<file path="src/rtl/mips_defs.sv">
// Shared definitions for the fetch stage: reset vector, fetch FSM states and
// the bubble instruction word.
package mips_defs;

  localparam logic [31:0] RESET_PC_DEFAULT = 32'hBFC0_0000;
  localparam logic [31:0] NOP              = 32'h0000_0000;

  typedef enum logic [1:0] {
    IDLE = 2'd0,
    REQ  = 2'd1,
    WAIT = 2'd2,
    HOLD = 2'd3
  } fetch_state_t;

  function automatic logic misaligned(input logic [31:0] addr);
    return addr[1:0] != 2'b00;
  endfunction

endpackage

</file>
<file path="src/rtl/fetch_next_pc.sv">
// Next-PC priority mux for the fetch stage: exception redirect first, then a
// pending or same-cycle branch redirect, otherwise sequential pc+4.
module fetch_next_pc (
  input  logic [31:0] i_pc,
  input  logic        i_exc_flush,
  input  logic [31:0] i_exc_target,
  input  logic        i_redir_pend,
  input  logic [31:0] i_redir_target,
  input  logic        i_br_taken,
  input  logic [31:0] i_br_target,
  output logic [31:0] o_next_pc
);

  always_comb begin
    if (i_exc_flush)       o_next_pc = i_exc_target;
    else if (i_redir_pend) o_next_pc = i_redir_target;
    else if (i_br_taken)   o_next_pc = i_br_target;
    else                   o_next_pc = i_pc + 32'd4;
  end

endmodule

</file>
<file path="src/rtl/fetch_pc_unit.sv">
// Fetch-stage PC owner: issues single-outstanding instruction reads, holds the
// returned word until consumed, and applies branch/exception redirects.
module fetch_pc_unit
  import mips_defs::*;
#(
  parameter logic [31:0] RESET_PC = RESET_PC_DEFAULT
) (
  input  logic        clk,
  input  logic        rst,
  input  logic        stallF,
  input  logic        branchD,
  input  logic        br_taken,
  input  logic [31:0] br_target,
  input  logic        exc_flush,
  input  logic [31:0] exc_target,
  output logic        inst_req,
  output logic [31:0] inst_addr,
  input  logic        inst_addr_ok,
  input  logic        inst_data_ok,
  input  logic [31:0] inst_rdata,
  output logic [31:0] pcF,
  output logic [31:0] pc_plus4F,
  output logic [31:0] instrF,
  output logic        F_change,
  output logic        validF,
  output logic        adelF,
  output logic        inst_stall
);

  fetch_state_t r_state;
  logic [31:0]  r_pc;
  logic [31:0]  r_instr;
  logic [31:0]  r_tgt;
  logic         r_valid;
  logic         r_adel;
  logic         r_cancel;
  logic         r_redir_pend;

  logic         w_fire;
  logic         w_drop;
  logic [31:0]  w_drop_tgt;
  logic [31:0]  w_next_pc;
  logic         w_load;
  logic [31:0]  w_load_pc;

  assign w_fire     = r_valid & ~stallF;
  // r_tgt doubles as the exception target once a cancel is armed.
  assign w_drop     = r_cancel | exc_flush;
  assign w_drop_tgt = exc_flush ? exc_target : r_tgt;

  fetch_next_pc u_next_pc (
    .i_pc           (r_pc),
    .i_exc_flush    (exc_flush),
    .i_exc_target   (exc_target),
    .i_redir_pend   (r_redir_pend),
    .i_redir_target (r_tgt),
    .i_br_taken     (br_taken),
    .i_br_target    (br_target),
    .o_next_pc      (w_next_pc)
  );

  // w_load: the PC is replaced this edge and a fresh fetch begins from it.
  always_comb begin
    // NOTE: every output of this block gets a default first so no path can infer a latch.
    w_load    = 1'b0;
    w_load_pc = w_next_pc;
    case (r_state)
      IDLE: begin
        w_load    = 1'b1;
        w_load_pc = exc_flush ? exc_target : r_pc;
      end
      REQ: begin
        if (inst_addr_ok && inst_data_ok && w_drop) begin
          w_load    = 1'b1;
          w_load_pc = w_drop_tgt;
        end
      end
      WAIT: begin
        if (inst_data_ok && w_drop) begin
          w_load    = 1'b1;
          w_load_pc = w_drop_tgt;
        end
      end
      HOLD:    w_load = exc_flush | w_fire;
      default: w_load = 1'b0;
    endcase
  end

  always_ff @(posedge clk or negedge rst) begin
    if (!rst) begin
      r_state      <= IDLE;
      r_pc         <= RESET_PC;
      r_instr      <= NOP;
      r_tgt        <= '0;
      r_valid      <= 1'b0;
      r_adel       <= 1'b0;
      r_cancel     <= 1'b0;
      r_redir_pend <= 1'b0;
    end else begin
      // NOTE: non-blocking assignments so every register samples pre-edge values.
      if (w_load) begin
        r_pc     <= w_load_pc;
        r_instr  <= NOP;
        r_cancel <= 1'b0;
        if (misaligned(w_load_pc)) begin
          r_state <= HOLD;
          r_valid <= 1'b1;
          r_adel  <= 1'b1;
        end else begin
          r_state <= REQ;
          r_valid <= 1'b0;
          r_adel  <= 1'b0;
        end
      end else begin
        case (r_state)
          REQ: begin
            if (inst_addr_ok && inst_data_ok) begin
              r_state <= HOLD;
              r_valid <= 1'b1;
              r_instr <= inst_rdata;
            end else if (inst_addr_ok) begin
              r_state <= WAIT;
            end
          end
          WAIT: begin
            if (inst_data_ok) begin
              r_state <= HOLD;
              r_valid <= 1'b1;
              r_instr <= inst_rdata;
            end
          end
          default: r_state <= r_state;
        endcase
        // The request in flight cannot be withdrawn, so its data is marked for discard.
        if (exc_flush && (r_state == REQ || r_state == WAIT)) r_cancel <= 1'b1;
      end

      // A taken branch waits for its delay slot to be consumed before steering the PC.
      if (exc_flush) begin
        r_redir_pend <= 1'b0;
        r_tgt        <= exc_target;
      end else if (w_fire) begin
        r_redir_pend <= 1'b0;
      end else if (br_taken && !r_cancel) begin
        r_redir_pend <= 1'b1;
        r_tgt        <= br_target;
      end
    end
  end

  assign inst_req   = (r_state == REQ);
  assign inst_addr  = r_pc;
  assign pcF        = r_pc;
  assign pc_plus4F  = r_pc + 32'd4;
  assign instrF     = r_instr;
  assign F_change   = r_valid & branchD;
  assign validF     = r_valid;
  assign adelF      = r_adel;
  assign inst_stall = ~r_valid;

endmodule

</file>
<file path="config.mk">
export PLATFORM = sky130hd
export DESIGN_NAME = fetch_pc_unit
export DESIGN_NICKNAME = d
export VERILOG_FILES = /design/src/rtl/mips_defs.sv /design/src/rtl/fetch_next_pc.sv /design/src/rtl/fetch_pc_unit.sv
export SDC_FILE = /design/constraint.sdc
export NUM_CORES = 1
export LEC_CHECK = 0
export ABC_AREA = 0
export CAP_MARGIN = 20
export CORE_AREA = 8 8 151 153
export CTS_CLUSTER_DIAMETER = 120
export CTS_CLUSTER_SIZE = 28
export DETAILED_ROUTE_END_ITERATION = 8
export DIE_AREA = 0 0 159 161
export GPL_TIMING_DRIVEN = 0
export PLACE_DENSITY = 0.59
export SLEW_MARGIN = 20
export SYNTH_ARGS = -nofsm -noshare
export SYNTH_HDL_FRONTEND = slang
export SYNTH_HIERARCHICAL = 1
export SYNTH_SLANG_ARGS = --single-unit
</file>
<file path="constraint.sdc">
create_clock -name clk -period 2.78 [get_ports clk]
set_input_delay 0.278 -clock clk [delete_from_list [all_inputs] [get_ports clk]]
set_output_delay 0.278 -clock clk [all_outputs]
set_load 0.05 [all_outputs]
</file>
==> summary.md, run 1 <==
| Metric | Value |
|---|---|
| Leak pwr | 4.29 nW |
| Post-synth EDFFs | 0 |
| Power density cells | 1180 mW/mm^2 |
| DIE WIDTH | 159 um |
| Post-route minimum period | 2.73 ns |
| Post-Syn Nets | 966 |
| Type of origin of the critical path | register |
| Tcrit/Tclk final | 98.1% |
| Seq/Total Area, Yosys | 36.6% |
| IO buf count | 235 |
| Yosys cell types | 59 |
| Synth area leaders | dfrtp_1, nand2_1, o21ai_0 |
| Residual DRC | 0 |
| R2R Path Start | inst_addr[2] |
| Design area | 0.0103 mm^2 |
| Initial DRC count | 632 |
| P&R area growth vs syn | 47.4% |
| TritonCTS clock tree | built |
| GP Congestion | 0.879 |
| Top-count cell post-synth | nand2_1 |
| Final Hold Fails | 0 |
| Crit Path Max Fanout | 5 |
| Post-synth ARST share | 100% |
| Synth area leader | dfrtp_1 |
| Hold depth | 3 |
| Cell Count, Final, Fillers Out | 1,403 |
| DRT Wirelength | 27.7 mm |
| Maximum clock path buffer count | 2 |
| Slew of the pin with the lowest slew margin | 0.865 ns |
| Final max-slew violation count | 0 |
| FF-to-FF setup slack | 0.14 ns |
| Post-synthesis cell count | 855 |
| Most frequent cells after synthesis | nand2_1, o21ai_0, dfrtp_1 |
| CTS clk-pin slew, worst paths | 0.08 ns |
| Per-cell routed wire length | 19.7 um |
| R2r endpoint | inst_addr[20] |
| Yosys top cell area share | 33.3% |
| Status | finished, final reports clean |
| Diodes inserted | 0 |
| Layout Nets | 1,234 |
| Vias/cell | 5.36 |
| Clk_skew | 0.00796 ns |
| Synthesized area | 0.00700 mm^2 |
| Post-DP HPWL | 20.4 mm |
| IO Count | 237 |
| GRT overflow | 0 |
| Global router's overall resource usage | 21.1% |
| Critical path endpoint | pc_plus4F[27] |
| CP Class | register to primary output |
| Top FF cell, synth | dfrtp_1 |
| Maximum vdd drop | 0.000720 V |
| Placed Cells | 1,366 |
| Initial antenna violation count | 1 |
| Largest net degree at the start of global routing | 54 |
| Slew HR | 42.3% |
| CP Capture Type | primary output |
| CTS root buf | clkbuf_16 |
| Skew-Pair Late Insertion Delay | 0.35 ns |
| Cell Area, Placed | 0.00982 mm^2 |
| Initial Util | 34.0% |
| Min-Delay Path Class | input port to register |
| Vias | 7,527 |
| First-pass GRT wire length | 43.6 mm |
| Post-route antenna net violation count | 0 |
| Hold WS | 0.353 ns |
| Clock sink count | 102 |
| R2r worst-path depth | 9 |
| Worst EP arrival | 2.45 ns |
| Core ar. | 0.0206 mm^2 |
| Fmax achieved | 367 MHz |
| Fillcell total | 2,010 |
| TritonCTS Buffers | 9 |
| Share of post-route cells with drive strength above 1 | 14.4% |
| FF+latch count, synth | 102 |
| # H-tree levels | 3 |
| RSZ-0062 raised after global routing | yes |
| Vias in the first global route | 7,505 |
| Critical path required time | 2.50 ns |
| Max-cap violation count | 0 |
| CP Launch Point | inst_addr[7] |
| Syn_area_per_cell | 8.18 um^2 |
| Rows | 53 |
| Endpoints failing setup | 0 |
| Die ar. | 0.0256 mm^2 |
| Die extent in y | 161 um |
| TritonRoute pass-1 iters | 8 |
| Synth warnings | 6 |
worst min-delay path by stage:
stage,from,endpoint,slack [ns]
finish,exc_flush,r_redir_pend,0.35
CTS,exc_flush,r_redir_pend,0.34
global placement,instrF[8],instrF[8],0.46
detailed placement,rst,inst_addr[6],0.27
floorplan,rst,adelF,-0.02
global route,exc_flush,r_redir_pend,0.38
power by group:
part	total (mW)	internal [mW]	switching, mW	leakage [nW]
Sequential	2.81	2.07	0.735	1.24
Combinational	8.00	2.74	5.27	2.90
Clock	1.38	0.740	0.640	0.154
Total	12.2	5.55	6.64	4.29
metal layers:
layer	vias up	track usage [%]	wire, um	share of wire [%]
met5	-	0	13	0.047
met4	2	6.99	665	2.4
met3	45	6.31	2710	9.8
met2	382	33.3	12400	45
met1	3524	27.3	11900	43
li1	3574	-	-	-
state kept, by name, summed over array words and instances (netlist names):
register and count:
adelF 1, inst_addr 32, r_tgt 32, instrF 32, r_cancel 1, r_redir_pend 1
r_state 2, validF 1
worst max-delay path, cell delays in order (launching register included):
cell and delay [ns]:
dfrtp_2 0.40, nand4_1 0.20, or4_4 0.53, buf_6 0.15, or2_1 0.22, buf_6 0.15, nand2b_4 0.14, xnor2_2 0.13
buf_6 0.18
cell families (layout without fill, tap and decap cells):
logic type,Yosys count,count (layout),synth area share [%]
AND/OR/NAND/NOR,301,301,19.8
AO/OA/AOI/OAI,250,250,22.4
buffers and inverters,106,379,7.94
flip-flops,102,102,36.6
XOR/XNOR,54,54,6.87
multiplexers,35,35,5.02
adder cells (fa/ha/maj),7,7,1.25
stage by stage:
stage                     power (mW)  utilization, %  worst slack, ns  setup TNS [ns]
final                           12.2            50.2           0.0517               0
after global routing            12.9            50.2          -0.0629          -0.144
after CTS                       12.2            49.9         -0.00358        -0.00358
after detailed placement        10.8            47.8           -0.769           -7.44
after global placement          10.7            47.6            -3.27         -288.25
after floorplan                 7.98               -          -0.0308         -0.0308
cell type report:
cell class / instances / area [um^2] / area share (%)
multi-input combinational: 647 / 4010 / 38.9
inverter: 13 / 48.8 / 0.473
clock inverter: 6 / 73.8 / 0.715
sequential: 102 / 2580 / 25.0
buffer: 92 / 508 / 4.92
clock buffer: 10 / 239 / 2.32
timing repair buffer: 258 / 2510 / 24.4
tap: 275 / 344 / 3.33
cell usage in the layout (no fill, tap or decap), types with 11 or more instances in the layout:
cell type / synthesis / final
clkdlybuf4s50_1: 0 / 212
xnor2_1: 27 / 20
clkbuf_1: 37 / 37
a222oi_1: 29 / 29
o22ai_1: 11 / 11
nand2_1: 180 / 180
nor2_1: 35 / 35
o21ai_0: 105 / 105
inv_1: 12 / 12
o21ai_1: 22 / 22
buf_2: 18 / 21
a22oi_1: 12 / 12
nand4_1: 16 / 16
dfrtp_1: 93 / 82
buf_4: 34 / 54
nand3_1: 19 / 19
a21oi_1: 36 / 36
mux2i_1: 34 / 34
xor2_1: 26 / 21
dfrtp_2: 0 / 11
repair_timing:
item	4_1_cts	5_1_grt
hold endpoints to repair	40	0
pin swaps	1	8
setup buffers	13	8
gates cloned	0	0
gates resized for setup	88	18
hold buffers	1	0
endpoints found under the setup margin	23	20
No activity file was read; power rests on OpenSTA's default activity.
==> run 2: changes to the inputs <==
--- a/config.mk
+++ b/config.mk
@@ -7,11 +7,11 @@
 export LEC_CHECK = 0
 export ABC_AREA = 0
 export CAP_MARGIN = 20
-export CORE_AREA = 8 8 151 153
+export CORE_AREA = 5 5 148 150
 export CTS_CLUSTER_DIAMETER = 120
 export CTS_CLUSTER_SIZE = 28
 export DETAILED_ROUTE_END_ITERATION = 8
-export DIE_AREA = 0 0 159 161
+export DIE_AREA = 0 0 153 155
 export GPL_TIMING_DRIVEN = 0
 export PLACE_DENSITY = 0.59
 export SLEW_MARGIN = 20
==> summary.md, run 2 (synthesis results as in run 1) <==
| Metric | Value |
|---|---|
| Vias in the first global route | 7,292 (-2.8%) |
| Slew HR | 43.8% (+1.5 points) |
| # H-tree levels | 3 (unchanged) |
| Skew-Pair Late Insertion Delay | 0.36 ns (about the same) |
| WL met2 | 12.1 mm (-2.2%) |
| Initial DRC count | 688 (+8.9%) |
| GRT overflow | 0 (unchanged) |
| Initial Util | 34.0% (unchanged) |
| Clk_skew | 0.0120 ns (+0.00402 ns) |
| Layout Nets | 1,233 (-0.081%) |
| Total Power | 12.1 mW (-0.71%) |
| Most frequent cells in the layout | clkdlybuf4s50_1, nand2_1, o21ai_0 |
| Core ar. | 0.0206 mm^2 (unchanged) |
| Diodes inserted | 0 (unchanged) |
| Post-DP HPWL | 19.8 mm (-3.1%) |
| Highest routed metal layer | met4 |
| CP Capture Type | primary output |
| GP Congestion | 0.835 (-5.0%) |
| DRT Wirelength | 26.9 mm (-3.0%) |
| Final Hold Fails | 0 (unchanged) |
| Post-route minimum period | 2.74 ns (+0.00775 ns) |
| Met1 Routed Length | 11.6 mm (-2.9%) |
| Tcrit/Tclk final | 98.4% (+0.28 points) |
| Crit Path Max Fanout | 5 (unchanged) |
| Maximum clock path buffer count | 2 (unchanged) |
| Status | finished, final reports clean |
| Endpoints failing setup | 0 (unchanged) |
| R2R Path Start | inst_addr[14] |
| Worst Slack Setup Final | 0.0439 ns (-0.00775 ns) |
| Fmax achieved | 365 MHz (-0.28%) |
| Rows | 53 (unchanged) |
| Hold WS | 0.372 ns (+0.0185 ns) |
| DIE WIDTH | 153 um (-3.8%) |
| IO Count | 237 (unchanged) |
| Per-cell routed wire length | 19.2 um (-3.0%) |
| Slew of the pin with the lowest slew margin | 0.842 ns (-0.0224 ns) |
| Placed Cells | 1,366 (unchanged) |
| RSZ-0062 raised after global routing | yes |
| TritonRoute pass-1 iters | 8 (unchanged) |
| Cell Count, Final, Fillers Out | 1,402 (-0.071%) |
| Post-route antenna net violation count | 0 (unchanged) |
| Final max-slew violation count | 0 (unchanged) |
| Max-cap violation count | 0 (unchanged) |
| Maximum vdd drop | 0.000750 V (+4.2%) |
| Die ar. | 0.0237 mm^2 (-7.4%) |
| TritonCTS Buffers | 9 (unchanged) |
| CP Launch Point | inst_addr[2] |
| Clock sink count | 102 (unchanged) |
| CTS root buf | clkbuf_16 |
| Fillcell total | 2,007 (-0.15%) |
| Die extent in y | 155 um (-3.7%) |
| Initial antenna violation count | 0 (-1) |
| Min-Delay Path Class | input port to register |
| CTS clk-pin slew, worst paths | 0.08 ns (about the same) |
| Power density cells | 1180 mW/mm^2 (-0.56%) |
| Hold path start | exc_flush |
| CP Class | register to primary output |
| Critical path required time | 2.50 ns (about the same) |
| Vias/cell | 5.38 (+0.24%) |
| Share of post-route cells with drive strength above 1 | 14.2% (-0.16 points) |
| Global router's overall resource usage | 21.8% (+0.63 points) |
| First-pass GRT wire length | 41.7 mm (-4.4%) |
| Type of origin of the critical path | register |
| Largest net degree at the start of global routing | 68 (+26%) |
| P&R area growth vs syn | 47.2% |
| Residual DRC | 0 (unchanged) |
| Post-place setup slack | -0.763 ns (+0.00604 ns) |
| Leak pwr | 4.28 nW (-0.31%) |
| IO buf count | 235 (unchanged) |
| Wire length on met3 | 2.59 mm (-4.5%) |
| TritonCTS clock tree | built |
| Most common cell after layout, fill and taps aside | clkdlybuf4s50_1 |
| Worst EP arrival | 2.46 ns (about the same) |
| Final design utilization | 50.1% (-0.079 points) |
| Vias | 7,540 (+0.17%) |
==> run 2: timing repair <==
action | CTS | global route
pin swaps | 2 | 9
resized for setup | 90 | 15
endpoints found under the setup margin | 24 | 27
hold buffers | 1 | 0
hold endpoints to repair | 30 | 0
buffers inserted | 15 | 5
==> run 2: where the power goes <==
group          internal [mW]  leakage [nW]  switching (mW)
logic                   2.76          2.90            5.26
clock network          0.632         0.140           0.660
registers               2.07          1.24           0.721
==> run 2: stage by stage <==
stage	area (um^2)	setup TNS [ns]
after floorplan	7100	-0.0308
after global placement	9790	-289.17
after detailed placement	9820	-7.33
after CTS	10200	0
after global routing	10300	-0.0367
final	10300	0
==> run 2: per-layer routing <==
metal  vias up  GRT usage, %
li1       3565             -
met1      3549          29.4
met2       385          34.4
met3        41          5.40
met4         0          7.13
met5         -             0
==> run 2: cell type report <==
cell class	count	area (um^2)	area share [%]
Tap cell	275	344	3.34
Clock buffer	9	225	2.19
Buffer	92	509	4.94
Clock inverter	7	65.1	0.632
Sequential cell	102	2580	25.0
Multi-Input combinational cell	647	4010	38.9
Timing Repair Buffer	257	2520	24.5
Inverter	13	48.8	0.474
==> run 2: path summary, 6_finish.rpt <==
kind                                 end  slack [ns]  cells past startpoint
max in group asynchronous  inst_addr[26]        1.67                      3
max reg2reg                inst_addr[31]        0.13                      7
min reg2reg                    instrF[0]        0.48                      2
max                        pc_plus4F[27]        0.04                      9
min in group asynchronous  inst_addr[10]        0.41                      2
min                         r_redir_pend        0.37                      3
==> run 2: worst max-delay path, cell delays in order (launching register included) <==
cell	delay [ns]
dfrtp_2	0.44
buf_6	0.12
nand2_1	0.05
or4_4	0.51
buf_6	0.14
or2_1	0.21
buf_6	0.15
nand2b_4	0.14
xnor2_2	0.16
buf_6	0.18
